--- config.mk ---
export PLATFORM = sky130hd
export DESIGN_NAME = risc_vt_fetch
export DESIGN_NICKNAME = d
export VERILOG_FILES = /design/src/rtl/risc_vt_pkg.sv /design/src/rtl/risc_vt_sync_fifo.sv /design/src/rtl/risc_vt_fetch.sv
export SDC_FILE = /design/constraint.sdc
export NUM_CORES = 1
export LEC_CHECK = 0
export BUFFER_PORTS_ARGS = -buffer_cell sky130_fd_sc_hd__clkbuf_2
export CAP_MARGIN = 20
export CORE_MARGIN = 2
export CORE_UTILIZATION = 60
export DETAILED_ROUTE_END_ITERATION = 7
export PLACE_DENSITY = 0.91
export REMOVE_ABC_BUFFERS = 1
export SLEW_MARGIN = 5
export SYNTH_ARGS = -nofsm -noshare
export SYNTH_HDL_FRONTEND = slang
export SYNTH_SLANG_ARGS = --single-unit
export TNS_END_PERCENT = 100
--- constraint.sdc ---
create_clock -name clk -period 11.5 [get_ports clk]
set_input_delay 2.3 -clock clk [delete_from_list [all_inputs] [get_ports clk]]
set_output_delay 2.3 -clock clk [all_outputs]
set_load 0.01 [all_outputs]
--- src/rtl/risc_vt_pkg.sv ---
// Shared constants and types for the risc_vt instruction-fetch slice.
package risc_vt_pkg;

   localparam int          INST_BYTES     = 4;
   localparam logic [31:0] DEF_RESET_PC   = 32'h0000_0000;
   localparam int          DEF_ADDR_WIDTH = 32;
   localparam int          DEF_DATA_WIDTH = 32;

   typedef struct packed {
      logic [DEF_ADDR_WIDTH-1:0] pc;
      logic [DEF_DATA_WIDTH-1:0] inst;
   } fetch_entry_t;

endpackage

--- src/rtl/risc_vt_sync_fifo.sv ---
// Synchronous shift-style FIFO: entry 0 is always the head, so the head output
// comes straight from a flop with no read mux.
module risc_vt_sync_fifo #(
   parameter int WIDTH = 64,
   parameter int DEPTH = 4
) (
   input  logic                       clk,
   input  logic                       rst,
   input  logic                       clear,
   input  logic                       push,
   input  logic [WIDTH-1:0]           din,
   input  logic                       pop,
   output logic [WIDTH-1:0]           dout,
   output logic                       full,
   output logic                       empty,
   output logic [$clog2(DEPTH+1)-1:0] count
);

   localparam int CW = $clog2(DEPTH+1);
   localparam int AW = $clog2(DEPTH);

   logic [WIDTH-1:0] mem [DEPTH];
   logic             do_pop;
   logic             do_push;
   logic [AW-1:0]    wr_idx;

   assign empty   = (count == '0);
   assign full    = (count == CW'(DEPTH));
   assign dout    = mem[0];
   assign do_pop  = pop && !empty;
   assign do_push = push && (!full || do_pop);
   // count==DEPTH with a pop truncates to 0 and wraps to DEPTH-1
   assign wr_idx  = AW'(count) - AW'(do_pop);

   always_ff @(posedge clk) begin
      if (rst || clear) begin
         count <= '0;
         for (int i = 0; i < DEPTH; i++) mem[i] <= '0;
      end else begin
         if (do_pop) begin
            for (int i = 0; i < DEPTH-1; i++) mem[i] <= mem[i+1];
            mem[DEPTH-1] <= '0;
         end
         if (do_push) mem[wr_idx] <= din;
         count <= count + CW'(do_push) - CW'(do_pop);
      end
   end

endmodule

--- src/rtl/risc_vt_fetch.sv ---
// Instruction-fetch unit: owns the fetch PC, issues pipelined program-memory
// reads under a FIFO credit limit, and handles redirects by dropping late data.
module risc_vt_fetch
   import risc_vt_pkg::*;
#(
   parameter int                    DATA_WIDTH = 32,
   parameter int                    ADDR_WIDTH = 32,
   parameter int                    FIFO_DEPTH = 4,
   parameter int                    MAX_OUTST  = 2,
   parameter logic [ADDR_WIDTH-1:0] RESET_PC   = ADDR_WIDTH'(DEF_RESET_PC)
) (
   input  logic                  clk,
   input  logic                  rst,
   input  logic                  redirect,
   input  logic [ADDR_WIDTH-1:0] redirect_pc,
   output logic                  inst_valid,
   input  logic                  inst_ready,
   output logic [DATA_WIDTH-1:0] inst_data,
   output logic [ADDR_WIDTH-1:0] inst_pc,
   output logic                  prog_rd,
   output logic [ADDR_WIDTH-1:0] prog_addr,
   input  logic                  prog_rd_en,
   input  logic                  prog_dout_rdy,
   input  logic [DATA_WIDTH-1:0] prog_din
);

   localparam int                    OW   = $clog2(MAX_OUTST+1);
   localparam int                    CW   = $clog2(FIFO_DEPTH+1);
   localparam int                    EW   = ADDR_WIDTH + DATA_WIDTH;
   localparam logic [ADDR_WIDTH-1:0] STEP = ADDR_WIDTH'(INST_BYTES);

   logic [ADDR_WIDTH-1:0] fetch_pc, fetch_pc_next, resp_pc, target;
   logic [OW-1:0]         outst, outst_next, drop;
   logic [CW-1:0]         fifo_count, fifo_count_next;
   logic                  accept, push, pop, issue;
   logic                  fifo_full, fifo_empty;
   logic [EW-1:0]         fifo_head;

   assign accept = prog_rd && prog_rd_en;
   assign target = {redirect_pc[ADDR_WIDTH-1:2], 2'b00};
   assign push   = prog_dout_rdy && (drop == '0) && !redirect;
   assign pop    = inst_valid && inst_ready && !redirect;

   always_comb begin
      outst_next      = outst + OW'(accept) - OW'(prog_dout_rdy);
      fetch_pc_next   = fetch_pc;
      fifo_count_next = fifo_count + CW'(push) - CW'(pop);
      if (redirect) begin
         fetch_pc_next   = target;
         fifo_count_next = '0;
      end else if (accept) begin
         fetch_pc_next   = fetch_pc + STEP;
      end
      // every outstanding read already owns a FIFO slot, so pushes never overflow
      issue = !redirect && (int'(outst_next) < MAX_OUTST)
              && (int'(fifo_count_next) + int'(outst_next) < FIFO_DEPTH);
   end

   always_ff @(posedge clk) begin
      if (rst) begin
         fetch_pc  <= RESET_PC;
         resp_pc   <= RESET_PC;
         outst     <= '0;
         drop      <= '0;
         prog_rd   <= 1'b0;
         prog_addr <= '0;
      end else begin
         fetch_pc <= fetch_pc_next;
         outst    <= outst_next;
         prog_rd  <= issue;
         if (issue) prog_addr <= fetch_pc_next;
         if (redirect) begin
            // every read still in flight after this edge belongs to the old stream
            resp_pc <= target;
            drop    <= outst_next;
         end else begin
            if (push) resp_pc <= resp_pc + STEP;
            if (prog_dout_rdy && (drop != '0)) drop <= drop - OW'(1);
         end
      end
   end

   risc_vt_sync_fifo #(
      .WIDTH (EW),
      .DEPTH (FIFO_DEPTH)
   ) u_fifo (
      .clk   (clk),
      .rst   (rst),
      .clear (redirect),
      .push  (push),
      .din   ({resp_pc, prog_din}),
      .pop   (pop),
      .dout  (fifo_head),
      .full  (fifo_full),
      .empty (fifo_empty),
      .count (fifo_count)
   );

   assign inst_valid          = !fifo_empty;
   assign {inst_pc, inst_data} = fifo_head;

   a_no_overflow: assert property (@(posedge clk) disable iff (rst) !(push && fifo_full));

endmodule

==> results.ini <==
[power]
leakagePower_nw = 7.11
ir_drop_v = 0.000136
p_per_area_mw_per_mm2 = 167

[critical_path]
crit_type = input port to flip-flop
cp_common_cell = buf_4
critical_path.slowest_cell = buf_4
cp_num_cells = 9
cp.required_ps = 11720
r2r_slack_ps = 7370
crit_fanout = 108
critPathLaunchType = input port
arrival_ps = 5520
max_stage_delay_ps = 910
cpLargestDelayFamily = buffers and inverters
cp_cell_sequence = clkbuf_2 -> nor2_1 -> ha_1 -> inv_1 -> ha_2 -> buf_4 -> nor3b_4 -> buf_4 -> o21ai_0
critPathBufInv = 4
endpoint_kind = flip-flop
rr_worst_depth = 10

[timing]
fin_skew_ps = 22.8
rsz0062_at_grt = false
setup_slack_ps = 6190
whs_ps = 467
setup_violations = 0
slew_headroom = 0.311
worst_pin_slew_ps = 1030
period_needed_ps = 5310
maxSlewViolCount = 0
finalCritPeriodShare = 0.461
finalSetupTns_ps = 0
hold_violations = 0
fmax_ghz = 0.188

[synth]
netlist_instances = 1472
ys_warn_count = 0
synth_area_per_cell_um2 = 10.5
synth-edff-count = 248
ys_seq_elements = 350
synth_top_area_share = 0.482
synth_top_cells_by_area = edfxtp_1, dfxtp_1, o21ai_0, nand3_1, nand2_1
synth_flop_cell = edfxtp_1
postSynth.asyncResetShare = 0
ys_seq_area_frac = 0.614
synthesis.area_mm2 = 0.0155
ys_types = 55
synth_top_area_cell = edfxtp_1

[global_routing]
track_usage = 0.277
grtUsageMet1 = 0.372
grt_util_met3 = 0.0399
antenna_found_initial = 0
grt_pass1_vias = 11575
grt.overflow.total = 0
grt_use_met2 = 0.468
grt_max_degree = 126
grt_first_pass_wirelength_um = 59000
grt-busiest-layer = met2

[place]
gp_congestion = 0.878
hpwlAfterDp_um = 22600
post_dp_cell_area_mm2 = 0.0164
portBuffers = 163
dp_slack_ps = 5320
dp.cells = 1877

[worst_hold_path]
hold_path.class = flip-flop to flip-flop
min_path_cells = 1

[route]
wl_per_cell_um = 19.2
drcViolationCount = 0
firstDrtPassIters = 6
avgViaCountPerCell = 6.09
drt_first_iter_violations = 1582
vias = 11861
wirelength_um = 37400
drtAntennaViolNets = 0

[final_layout]
seqCellArea_mm2 = 0.00949
final_nets = 1672
final_cells = 1947
nFillCells = 1761
drive_gt1_frac = 0.155
stdcell_area_mm2 = 0.0176
final_cell_mix = edfxtp_1, o21ai_0, clkbuf_2, nand2_1, nand3_1
area_delta_synth_final_pct = 13.8
layout.cells.most_common = edfxtp_1
diodes = 0
multi_input_area_mm2 = 0.00520

[floorplan]
start_util = 0.612
dieArea_mm2 = 0.0271
io_pins = 168
die_h_um = 165
die_width_um = 165
fp-row-count = 58
core_region_area_mm2 = 0.0253

[clock_tree]
clk_latency_ps = 530
htreeDepth = 2
cts_buffer_depth = 3
root_buffer = clkbuf_16
cts_hold_buf = 0
cts_inserted_buffers = 36
clock-sinks = 350
ctsResizeCount = 0
path_clk_slew_ps = 60
cts_setup_buffers = 0
cts_tree = done

[run]
maxCapViolCount = 0

[run_status]
status = completed

==> worst paths after layout <==
path	to	startpoint
setup / recovery	u_fifo.mem[1][25]	redirect
hold / removal	fetch_pc[0]	fetch_pc[0]
setup reg to reg	u_fifo.mem[1][25]	u_fifo.count[1]
hold reg to reg	fetch_pc[0]	fetch_pc[0]
==> worst reg2reg max path: stages, from the launching register on <==
cell and delay [ps]:
dfxtp_1 390, or3_1 350, nand2_1 150, nor2_1 60, ha_1 180, inv_1 110, ha_2 290, buf_4 330
nor3b_4 710, buf_4 920, o21ai_0 330
==> metrics by stage <==
stage               power [mW]   util
floorplan                 1.70      -
global placement          1.81  0.649
detailed placement        1.83  0.649
CTS                       2.95  0.695
global route              3.04  0.697
finish                    2.95  0.697
==> flip-flops by register name, indices dropped and copies added (netlist names) <==
register / cells
resp_pc: 30
fetch_pc: 32
u_fifo.count: 3
prog_rd: 1
outst: 2
drop: 2
u_fifo.mem: 248
prog_addr: 32
==> cell usage after synthesis, types with 2 or more instances <==
cell type  count
clkbuf_8       3
nand3_1      150
buf_6          3
xnor3_1        2
xor2_1        22
buf_2         14
o31a_1         2
nand4_1       17
nor2_1        70
o22a_1         4
nor2b_1        5
xnor2_1       35
o21bai_1       2
a211oi_1       9
o21ai_1       10
and2_1         9
a21boi_0      24
edfxtp_1     248
a22o_1         3
fa_1           2
or4_1          2
a21oi_1       32
buf_4          2
nor3_1        25
o21a_1        29
buf_1         17
nand3_2        3
ha_1          11
or3_1          4
nand3b_1       2
and4_1         5
clkbuf_1      63
dfxtp_1      102
mux2i_1        2
inv_1         98
and3_1        70
o21ai_0      179
nor4_1        18
nand2_1      158
==> power breakdown <==
group          total (mW)  leakage (nW)  internal, mW  switching, mW
sequential           1.51          3.62          1.45         0.0580
combinational       0.300          2.92         0.106          0.193
clock                1.14         0.564         0.663          0.472
==> logic make-up after synthesis <==
logic type / Yosys count / share of synthesized area
AOI/OAI and AO/OA: 302 / 0.112
buffers and inverters: 200 / 0.0536
DFF: 350 / 0.614
other: 1 / 0.000242
adders and majority gates: 13 / 0.0115
xor gates and xnor gates: 59 / 0.0352
muxes: 2 / 0.00129
and+or+nand+nor: 545 / 0.173
==> routing by layer <==
layer	part of all wire	up-vias
met3	0.099	70
li1	-	5455
met2	0.49	706
met1	0.40	5630
met4	0.019	0
met5	0	-
==> cell type report <==
| type | count | area share |
|---|---|---|
| sequential | 350 | 0.539 |
| tap | 330 | 0.0235 |
| clock inverter | 14 | 0.00590 |
| multi-input combinational | 923 | 0.295 |
| inverter | 98 | 0.0209 |
| clock buffer | 52 | 0.0600 |
| timing repair buffer | 180 | 0.0553 |
(Power assumes the default switching activity.)
